**src/rtl/ldpc_pkg.sv**
```systemverilog
// Shared LDPC VNP types and arithmetic helpers.
// FSM state encoding, sign extension and saturation.
package ldpc_pkg;

  typedef enum logic [1:0] {
    S_IDLE,
    S_RUN,
    S_FLUSH,
    S_DONE
  } vnp_state_e;

  // Sign-extend the low w bits of x to 32 bits.
  function automatic logic signed [31:0] sext32(
    input logic [31:0] x,
    input int          w
  );
    logic signed [31:0] t;
    t = signed'(x << (32 - w));
    return t >>> (32 - w);
  endfunction

  // Clamp x to the w-bit two's complement range.
  function automatic logic signed [31:0] sat32(
    input logic signed [31:0] x,
    input int                 w
  );
    logic signed [31:0] hi;
    logic signed [31:0] lo;
    hi = (32'sd1 <<< (w - 1)) - 32'sd1;
    lo = -(32'sd1 <<< (w - 1));
    if (x > hi) return hi;
    if (x < lo) return lo;
    return x;
  endfunction

endpackage

```
**src/rtl/ldpc_vnp_bank.sv**
```systemverilog
// One VNP accumulator bank: sums channel + DV messages,
// buffers them, and produces saturated total and extrinsics.
// Ports: ld_i/k_i/din_i/src_i load slot k; sel_k_i picks the
// extrinsic on ext_o; tot_o/hd_o give the total and its sign.
module ldpc_vnp_bank
  import ldpc_pkg::*;
#(
  parameter int DV    = 3,
  parameter int MW    = 8,
  parameter int ACC_W = 10,
  parameter int KW    = 2
) (
  input  logic          clk,
  input  logic          rst,
  input  logic          ld_i,
  input  logic [KW-1:0] k_i,
  input  logic [MW-1:0] din_i,
  input  logic [MW-1:0] src_i,
  input  logic [KW-1:0] sel_k_i,
  output logic [MW-1:0] tot_o,
  output logic [MW-1:0] ext_o,
  output logic          hd_o
);

  logic signed [ACC_W-1:0] acc_q;
  logic signed [ACC_W-1:0] acc_d;
  logic signed [ACC_W-1:0] dx;
  logic signed [ACC_W-1:0] sx;
  logic signed [ACC_W-1:0] mx;
  logic signed [ACC_W-1:0] ext_w;
  logic [MW-1:0]           mbuf_q [DV];

  assign dx = ACC_W'(sext32(32'(din_i), MW));
  assign sx = ACC_W'(sext32(32'(src_i), MW));
  assign mx = ACC_W'(sext32(32'(mbuf_q[sel_k_i]), MW));

  // Channel LLR is folded in alongside message 1.
  always_comb begin
    acc_d = acc_q;
    if (ld_i) begin
      unique case (1'b1)
        k_i == '0:     acc_d = dx;
        k_i == KW'(1): acc_d = acc_q + dx + sx;
        default:       acc_d = acc_q + dx;
      endcase
    end
  end

  always_ff @(posedge clk) begin
    if (rst) begin
      acc_q <= '0;
      for (int i = 0; i < DV; i++) mbuf_q[i] <= '0;
    end else begin
      acc_q <= acc_d;
      if (ld_i) mbuf_q[k_i] <= din_i;
    end
  end

  assign ext_w = acc_q - mx;
  assign tot_o = MW'(sat32(32'(acc_q), MW));
  assign ext_o = MW'(sat32(32'(ext_w), MW));
  assign hd_o  = acc_q[ACC_W-1];

endmodule

```
**src/rtl/ldpc_vnp_gen.sv**
```systemverilog
// Parametrised LDPC variable-node processor, one half-iteration
// per start. Ports: start/last_iter/busy/done handshake; src_*
// channel RAM, mess_* message RAM, res_* result RAM.
module ldpc_vnp_gen
  import ldpc_pkg::*;
#(
  parameter int N_VN = 8,
  parameter int DV   = 3,
  parameter int MW   = 8,
  parameter int VA_W = $clog2(N_VN),
  parameter int MA_W = $clog2(N_VN * DV)
) (
  input  logic            clk,
  input  logic            rst,
  input  logic            start,
  input  logic            last_iter,
  output logic            busy,
  output logic            done,
  output logic [VA_W-1:0] src_addr,
  input  logic [MW-1:0]   src_din,
  output logic [MA_W-1:0] mess_raddr,
  input  logic [MW-1:0]   mess_din,
  output logic            mess_we,
  output logic [MA_W-1:0] mess_waddr,
  output logic [MW-1:0]   mess_dout,
  output logic            res_we,
  output logic [VA_W-1:0] res_addr,
  output logic [MW-1:0]   res_llr,
  output logic            res_hd
);

  localparam int ACC_W = MW + $clog2(DV + 1);
  localparam int KW    = $clog2(DV);
  localparam logic [KW-1:0]   K_LAST = KW'(DV - 1);
  localparam logic [VA_W-1:0] V_LAST = VA_W'(N_VN - 1);
  localparam logic [MA_W-1:0] A_LAST = MA_W'(N_VN * DV - 1);

  vnp_state_e state_q;
  vnp_state_e state_d;
  logic            li_q;
  logic [VA_W-1:0] rd_v_q;
  logic [KW-1:0]   rd_k_q;
  logic [MA_W-1:0] rd_a_q;
  logic            cap_vld_q;
  logic [KW-1:0]   cap_k_q;
  logic            cap_b_q;
  logic            wr_vld_q;
  logic [VA_W-1:0] wr_v_q;
  logic [KW-1:0]   wr_k_q;
  logic [MA_W-1:0] wr_a_q;
  logic rd_last;
  logic wr_last;
  logic wr_start;
  logic wsel;
  logic [MW-1:0] tot0, tot1, ext0, ext1;
  logic hd0, hd1;

  assign rd_last  = rd_v_q == V_LAST && rd_k_q == K_LAST;
  assign wr_last  = wr_vld_q && wr_a_q == A_LAST;
  assign wr_start = cap_vld_q && cap_k_q == K_LAST;

  always_comb begin
    state_d = state_q;
    unique case (state_q)
      S_IDLE:  if (start) state_d = S_RUN;
      S_RUN:   if (rd_last) state_d = S_FLUSH;
      S_FLUSH: if (wr_last) state_d = S_DONE;
      S_DONE:  state_d = S_IDLE;
      default: state_d = S_IDLE;
    endcase
  end

  always_ff @(posedge clk) begin
    if (rst) begin
      state_q <= S_IDLE;
      li_q    <= 1'b0;
      rd_v_q  <= '0;
      rd_k_q  <= '0;
      rd_a_q  <= '0;
    end else begin
      state_q <= state_d;
      if (state_q == S_IDLE && start) li_q <= last_iter;
      if (state_q == S_RUN) begin
        if (rd_last) begin
          rd_v_q <= '0;
          rd_k_q <= '0;
          rd_a_q <= '0;
        end else begin
          rd_a_q <= rd_a_q + MA_W'(1);
          if (rd_k_q == K_LAST) begin
            rd_k_q <= '0;
            rd_v_q <= rd_v_q + VA_W'(1);
          end else begin
            rd_k_q <= rd_k_q + KW'(1);
          end
        end
      end
    end
  end

  // Read data returns one cycle after the address.
  always_ff @(posedge clk) begin
    if (rst) begin
      cap_vld_q <= 1'b0;
      cap_k_q   <= '0;
      cap_b_q   <= 1'b0;
    end else begin
      cap_vld_q <= state_q == S_RUN;
      cap_k_q   <= rd_k_q;
      cap_b_q   <= rd_v_q[0];
    end
  end

  // Node writes are back to back: node v+1 finishes loading
  // exactly as node v issues its last extrinsic.
  always_ff @(posedge clk) begin
    if (rst) begin
      wr_vld_q <= 1'b0;
      wr_v_q   <= '0;
      wr_k_q   <= '0;
      wr_a_q   <= '0;
    end else if (wr_vld_q) begin
      if (wr_last) begin
        wr_vld_q <= 1'b0;
        wr_v_q   <= '0;
        wr_k_q   <= '0;
        wr_a_q   <= '0;
      end else begin
        wr_a_q <= wr_a_q + MA_W'(1);
        if (wr_k_q == K_LAST) begin
          wr_k_q <= '0;
          wr_v_q <= wr_v_q + VA_W'(1);
        end else begin
          wr_k_q <= wr_k_q + KW'(1);
        end
      end
    end else if (wr_start) begin
      wr_vld_q <= 1'b1;
      wr_v_q   <= '0;
      wr_k_q   <= '0;
      wr_a_q   <= '0;
    end
  end

  ldpc_vnp_bank #(
    .DV(DV), .MW(MW), .ACC_W(ACC_W), .KW(KW)
  ) u_bank0 (
    .clk(clk), .rst(rst),
    .ld_i(cap_vld_q && !cap_b_q),
    .k_i(cap_k_q), .din_i(mess_din), .src_i(src_din),
    .sel_k_i(wr_k_q),
    .tot_o(tot0), .ext_o(ext0), .hd_o(hd0)
  );

  ldpc_vnp_bank #(
    .DV(DV), .MW(MW), .ACC_W(ACC_W), .KW(KW)
  ) u_bank1 (
    .clk(clk), .rst(rst),
    .ld_i(cap_vld_q && cap_b_q),
    .k_i(cap_k_q), .din_i(mess_din), .src_i(src_din),
    .sel_k_i(wr_k_q),
    .tot_o(tot1), .ext_o(ext1), .hd_o(hd1)
  );

  assign wsel       = wr_v_q[0];
  assign busy       = state_q == S_RUN || state_q == S_FLUSH;
  assign done       = state_q == S_DONE;
  assign src_addr   = rd_v_q;
  assign mess_raddr = rd_a_q;
  assign mess_we    = wr_vld_q && !li_q;
  assign mess_waddr = wr_a_q;
  assign mess_dout  = mess_we ? (wsel ? ext1 : ext0) : '0;
  assign res_we     = wr_vld_q && wr_k_q == '0;
  assign res_addr   = wr_v_q;
  assign res_llr    = res_we ? (wsel ? tot1 : tot0) : '0;
  assign res_hd     = res_we && (wsel ? hd1 : hd0);

endmodule

```
**config.mk**
```make
export PLATFORM = sky130hd
export DESIGN_NAME = ldpc_vnp_gen
export DESIGN_NICKNAME = d
export VERILOG_FILES = /design/src/rtl/ldpc_pkg.sv /design/src/rtl/ldpc_vnp_bank.sv /design/src/rtl/ldpc_vnp_gen.sv
export SDC_FILE = /design/constraint.sdc
export NUM_CORES = 1
export LEC_CHECK = 0
export BUFFER_PORTS_ARGS = -buffer_cell sky130_fd_sc_hd__buf_4
export CAP_MARGIN = 20
export CORE_MARGIN = 1.5
export CORE_UTILIZATION = 40
export DETAILED_ROUTE_END_ITERATION = 10
export HOLD_SLACK_MARGIN = 0.05
export PLACE_DENSITY = 0.63
export SLEW_MARGIN = 0
export SYNTH_ARGS = -nofsm -noshare
export SYNTH_HDL_FRONTEND = slang
export SYNTH_SLANG_ARGS = --single-unit
```
**constraint.sdc**
```tcl
create_clock -name clk -period 9.4 [get_ports clk]
set_input_delay 0.94 -clock clk [delete_from_list [all_inputs] [get_ports clk]]
set_output_delay 0.94 -clock clk [all_outputs]
set_load 0.05 [all_outputs]
```
==> impl_results.md, run 1 <==
- FP Rows: 50
- Core ar.: 19000 um2
- Final Wtd Congestion: 0.873
- Maximum number of pins on one net before global-route repair: 48
- Hold-fix buffers, CTS: 0
- Die ar.: 20400 um2
- Post-layout min period: 4.93 ns
- Synth warn: 0
- Hpwl dp: 14.9 mm
- EDFF count, synth: 64
- Hold WS: 0.464 ns
- Pwr Total: 1.80 mW
- Bufs on Longest Clock Path: 2
- DR vias: 6307
- Initial antenna violation count: 0
- Avg Inst Size Synth: 9.37 um2
- Root Buffer: clkbuf_16
- M1 WL: 9.88 mm
- Remaining Overflow, GRT: 0
- Sequential share of the synthesized area: 37.4%
- Die height: 143 um
- Uppermost layer routed: met4
- Number of instances in the placed design: 1127
- CP arrival: 3.99 ns
- Worst Setup Path Type: flop to output pin
- Placed cell area: 8470 um2
- Nets: 979
- Worst hold-check path type: flop to flop
- Fraction of layout cells with a size suffix above 1: 12.9%
- Crit-path max FO: 17
- Clock Pin Slew Worst Setup and Hold Paths: 0.06 ns
- Status: completed
- Clk Latency, worst-skew pair: 0.42 ns
- Routed WL: 20.3 mm
- Final period util: 52.5%
- DRT iter0 DRCs: 372
- Yosys cell types: 59
- Synth top area cells: edfxtp_1 (25%), dfxtp_1 (13%), ha_1 (11%)
- Worst vdd ir: 110 uV
- Commonest register cell after synthesis: edfxtp_1
- Routed Antenna Nets: 0
- I/O Buffers: 56
- Number of setup buffers added after CTS: 0
- Pleak: 3.68 nW
- Resized cells post-CTS: 0
- Crit. End Element: output pin
- Post-synth top cells: nand2_1 (86), ha_1 (66), edfxtp_1 (64)
- Type of origin of the critical path: flop
- Avg WL per Cell: 17.5 um
- Fmax: 203 MHz
- Clk sinks: 114
- Cells after Synth: 834
- Number of global-route vias before repair: 5875
- H-tree Lvls: 4
- Post-synth top area share: 24.6%
- Layout Cells excl Fill: 1160
- Die width: 143 um
- Vias per Instance: 5.44
- CP required: 8.46 ns
- Slew margin rel.: 34.0%
- Actual slew at the worst max-slew pin: 0.988 ns
- I/O pin count: 57
- Slew Viols, Final: 0
- FFs w/ async S/R, synth: 0%
- Synth area leader: edfxtp_1
- Starting Density: 41.2%
- Area Overhead vs Synth: 16.5%
- Fin. Hold Viols: 0
- Synth Cell Area: 7810 um2
- Setup-failing EPs final: 0
- Most common cell in the synthesized netlist: nand2_1
- RSZ-0062 raised after global routing: no
- Cell Pwr Density: 198 nW/um2
- DR WL met3: 963 um
- Routed wire length on met2: 9.11 mm
- CTS buffer count: 17
- MaxCap Viol Count: 0
- Setup clock skew after layout: 0.00501 ns
- CTS tree: done
- DRC: 0
- Detailed Routing Iterations Pass 1: 5
- TNS Setup: 0 ns
- FF+latch count, synth: 114
- Global-route wire length before repair: 31.9 mm
- Fin area: 9100 um2
- N_diodes: 0
- Global Route Usage Sum: 20.7%
- Syn Nets: 926
-- layer usage --
| metal | GRT usage (%) | vias to the layer above |
|---|---|---|
| li1 | - | 3139 |
| met1 | 29.4 | 2977 |
| met2 | 32.0 | 164 |
| met3 | 3.25 | 27 |
| met4 | 7.00 | 0 |
| met5 | 0 | - |
-- layout make-up --
class	instances	area [um2]
fillers	1780	9850
multi-input cells	651	4620
flip-flops and latches	114	2920
clock buffers	22	507
repair buffers	61	478
well taps	260	325
inverters	42	158
clock inverters	10	93.8
-- per-stage QoR --
stage | setup slack [ns] | utilization (%)
3_3_place_gp | 4.59 | 44.7
3_5_place_dp | 4.50 | 44.7
6_report | 4.47 | 48.0
4_1_cts | 4.04 | 47.9
5_1_grt | 4.23 | 48.0
2_1_floorplan | 4.73 | -
-- kinds of logic (layout without fill, tap and decap cells) --
group           Yosys count  count (layout)  share of synthesized area, %
simple gates            304             304                          19.3
compound gates          198             198                          16.2
flops                   114             114                          37.4
fa+ha+maj                72              72                          12.1
buf+inv                  69             135                          3.48
xor+xnor                 50              50                          5.61
mux                      27              27                          5.88
-- path summary, 6_finish.rpt --
path	start	endpoint	slack, ns	cells after the start
setup / recovery	flop	mess_dout[3]	4.47	11
hold / removal	li_q	li_q	0.46	2
setup reg to reg	u_bank0.acc_q[0]	u_bank0.acc_q[9]	5.80	12
hold reg to reg	li_q	li_q	0.46	2
-- critical path, cell delays in order, from the launching register on --
cell and delay (ns):
dfxtp_1 0.88, mux4_2 0.41, ha_1 0.22, fa_1 0.41, nor2b_1 0.17, o211ai_1 0.12
a32oi_1 0.25, xnor2_1 0.11, o211ai_1 0.45, nand2_1 0.11, a22oi_1 0.21, buf_4 0.23
-- layout by cell type (no fill, tap or decap), types with 4 or more instances in the layout --
master | netlist | routed
edfxtp_1 | 64 | 64
o21bai_1 | 4 | 4
dfxtp_1 | 50 | 50
ha_1 | 66 | 66
o211ai_1 | 10 | 10
nand3b_1 | 9 | 9
nor4_1 | 9 | 9
mux4_2 | 15 | 15
a21oi_1 | 51 | 51
inv_1 | 42 | 42
a31oi_1 | 5 | 5
nor2_1 | 63 | 63
nand4_1 | 4 | 4
a21o_1 | 14 | 14
or3_1 | 6 | 6
and3_1 | 5 | 5
nand2b_1 | 12 | 12
nor2b_1 | 17 | 17
nand2_1 | 86 | 86
mux2i_1 | 11 | 11
and2_1 | 47 | 47
o21a_1 | 11 | 11
xor2_1 | 24 | 24
o21ai_0 | 48 | 48
xnor2_1 | 26 | 26
nor3_1 | 23 | 23
clkbuf_16 | 0 | 19
a211oi_1 | 14 | 14
buf_4 | 2 | 60
fa_1 | 6 | 6
a22oi_1 | 14 | 14
nand3_1 | 13 | 13
-- registers in the layout, indices dropped and copies added (netlist names), 2 cells and up, named ones only --
signal / flops
rd_k_q: 2
src_addr: 3
mess_raddr: 5
res_addr: 3
wr_k_q: 2
u_bank0.mbuf_q: 32
cap_k_q: 2
u_bank0.acc_q: 10
mess_waddr: 5
u_bank1.mbuf_q: 32
u_bank1.acc_q: 10
state_q: 2
-- report_power, final --
part	total [mW]	leakage (nW)	switching [mW]	internal, mW
Sequential	0.596	1.04	0.0362	0.560
Combinational	0.565	2.34	0.342	0.223
Clock	0.640	0.297	0.230	0.410
Total	1.80	3.68	0.609	1.19
(Power assumes the default switching activity.)
==> run 2: changes to the inputs <==
==> constraint.sdc (replaced) <==
create_clock -name clk -period 4.92 [get_ports clk]
set_input_delay 0.492 -clock clk [delete_from_list [all_inputs] [get_ports clk]]
set_output_delay 0.492 -clock clk [all_outputs]
set_load 0.05 [all_outputs]
==> run 2 against run 1 <==
Effect of this change: die area did not move; critical path depth up 1; largest cell class unchanged; combinational power up 91%; utilization fell by 0.079 points; critical path type unchanged; routed wire length fell by 0.90%; final cell count increased by 0.17%; sequential share of layout area up 0.053 points; clock skew increased by 0.0079 ns; via count fell by 0.29%.
==> impl_results.md, run 2 (same netlist as run 1, synthesis figures left out) <==
- Status: completed (unchanged)
- DR vias: 6289 (was 6307)
- Maximum number of pins on one net before global-route repair: 48 (unchanged)
- Core ar.: 19000 um2 (unchanged)
- I/O Buffers: 56 (unchanged)
- Final Wtd Congestion: 0.861 (was 0.873)
- Nets: 981 (was 979)
- CP required: 4.43 ns (was 8.46 ns)
- Fmax: 228 MHz
- Cell Pwr Density: 378 nW/um2 (was 198 nW/um2)
- Crit. End Element: output pin (unchanged)
- CP arrival: 3.89 ns (was 3.99 ns)
- CTS buffer count: 17 (unchanged)
- Root Buffer: clkbuf_16 (unchanged)
- Switching share of power: 35.2% (was 33.8%)
- CTS tree: done (unchanged)
- Post-layout min period: 4.38 ns
- N_diodes: 0 (unchanged)
- MaxCap Viol Count: 0 (unchanged)
- Avg WL per Cell: 17.3 um (was 17.5 um)
- Die height: 143 um (unchanged)
- DRT iter0 DRCs: 421 (was 372)
- Number of global-route vias before repair: 6111 (was 5875)
- Initial antenna violation count: 0 (unchanged)
- FP Rows: 50 (unchanged)
- Detailed Routing Iterations Pass 1: 5 (unchanged)
- RSZ-0062 raised after global routing: no (unchanged)
- Seq. cell area: 2920 um2 (unchanged)
- Clock power share: 35.4% (was 35.5%)
- Vias per Instance: 5.41 (was 5.44)
- Global-route wire length before repair: 32.3 mm (was 31.9 mm)
- Clk sinks: 114 (unchanged)
- Pleak: 3.69 nW (was 3.68 nW)
- Fin worst setup slack: 0.543 ns (was 4.47 ns)
- Global Route Usage Sum: 20.7% (about the same)
- Clk Latency, worst-skew pair: 0.42 ns (about the same)
- Clock Pin Slew Worst Setup and Hold Paths: 0.06 ns (about the same)
- Resized cells post-CTS: 0 (unchanged)
- Multi-input gate area in the final layout: 4620 um2 (unchanged)
- Most frequent cells in the layout: nand2_1 (86), ha_1 (66), edfxtp_1 (64) (unchanged)
- Fin. Hold Viols: 0 (unchanged)
- Logic pwr share: 31.5% (was 31.4%)
- Seq pwr share: 33.2% (was 33.1%)
- Setup clock skew after layout: 0.0129 ns (was 0.00501 ns)
- Starting Density: 41.2% (unchanged)
- Hold-fix buffers, CTS: 0 (unchanged)
- Remaining Overflow, GRT: 0 (unchanged)
- Slew Viols, Final: 0 (unchanged)
- Most common cell after layout, fill and taps aside: nand2_1 (unchanged)
- Crit-path max FO: 7 (was 17)
- Setup-failing EPs final: 0 (unchanged)
- TNS Setup: 0 ns (unchanged)
- Die width: 143 um (unchanged)
- Worst Setup Path Type: flop to output pin (unchanged)
- Fraction of layout cells with a size suffix above 1: 13.2% (was 12.9%)
- Number of setup buffers added after CTS: 0 (unchanged)
- Final period util: 89.0%
- Hpwl dp: 15.1 mm (was 14.9 mm)
- Worst hold-check path type: input pin to flop (was flop to flop)
- DRC: 0 (unchanged)
- Actual slew at the worst max-slew pin: 1.01 ns (was 0.988 ns)
- Type of origin of the critical path: flop (unchanged)
- Bufs on Longest Clock Path: 2 (unchanged)
- Slew margin rel.: 32.3% (was 34.0%)
- I/O pin count: 57 (unchanged)
- Fill count: 1802 (was 1780)
- Dpl ws: 0.969 ns (was 4.50 ns)
- P_sw: 1.21 mW (was 0.609 mW)
- Top Registers: u_bank0.mbuf_q x32, u_bank1.mbuf_q x32 (unchanged)
- Power Internal: 2.23 mW (was 1.19 mW)
- Worst vdd ir: 297 uV (was 110 uV)
- Area Overhead vs Synth: 16.3% (was 16.5%)
- Die ar.: 20400 um2 (unchanged)
- Routed WL: 20.1 mm (was 20.3 mm)
- Routed Antenna Nets: 0 (unchanged)
- H-tree Lvls: 4 (unchanged)
run 2: cell types whose count changed in the layout (fill, tap and decap cells not counted), sizes merged:
cell / delta
clkinv: -3
clkbuf: -2
clkinvlp: -1
inv: +7
buf: +2
bufinv: -1
run 2: area by class of cell:
class / count / share of cell area, %
timing repair buffer: 63 / 5.18
clock buffer: 20 / 5.38
tap: 260 / 3.58
inverter: 42 / 1.73
clock inverter: 12 / 1.14
sequential: 114 / 32.2
multi-input combinational: 651 / 50.8
run 2: path summary, 6_finish.rpt:
check / slack (ns) / depth (start not counted) / endpoint / from
max: 0.54 / 12 / mess_dout[4] / flop
min: 0.34 / 3 / li_q / last_iter
max reg2reg: 1.37 / 13 / u_bank0.acc_q[9] / u_bank0.acc_q[0]
min reg2reg: 0.46 / 2 / li_q / li_q
run 2: power by group through the flow:
stage                     Clock [mW]  Combinational (mW)  Sequential [mW]
after floorplan                    0               0.814             1.14
after global placement             0                1.07             1.16
after detailed placement           0                1.07             1.16
after CTS                       1.23                1.08             1.14
after global routing            1.27                1.22             1.15
final                           1.22                1.08             1.14
run 2: through the flow:
| stage | cell area, um2 | utilization [%] | power, mW | instances | hold slack, ns |
|---|---|---|---|---|---|
| after floorplan | 7810 | - | 1.95 | 834 | 0.431 |
| after global placement | 8490 | 44.8 | 2.22 | 1129 | 0.444 |
| after detailed placement | 8490 | 44.8 | 2.23 | 1129 | 0.455 |
| after CTS | 9080 | 47.9 | 3.45 | 1161 | 0.337 |
| after global routing | 9090 | 47.9 | 3.64 | 1162 | 0.341 |
| final | 9090 | 47.9 | 3.44 | 1162 | 0.342 |
run 2: worst max-delay path: stages (launching register included):
cell and delay (ns):
dfxtp_1 0.54, buf_4 0.27, mux4_2 0.55, inv_1 0.08, ha_1 0.21, nor2b_1 0.14
o31ai_1 0.33, a211oi_1 0.15, or3_1 0.40, o211ai_1 0.24, nand2_1 0.11, a22oi_1 0.22
buf_4 0.23
run 2: per-layer routing:
layer  track usage, %  share of wire (%)
met2             33.0                 46
met5                0                  0
met1             29.1                 47
met3             2.48                5.3
met4             7.05                2.0
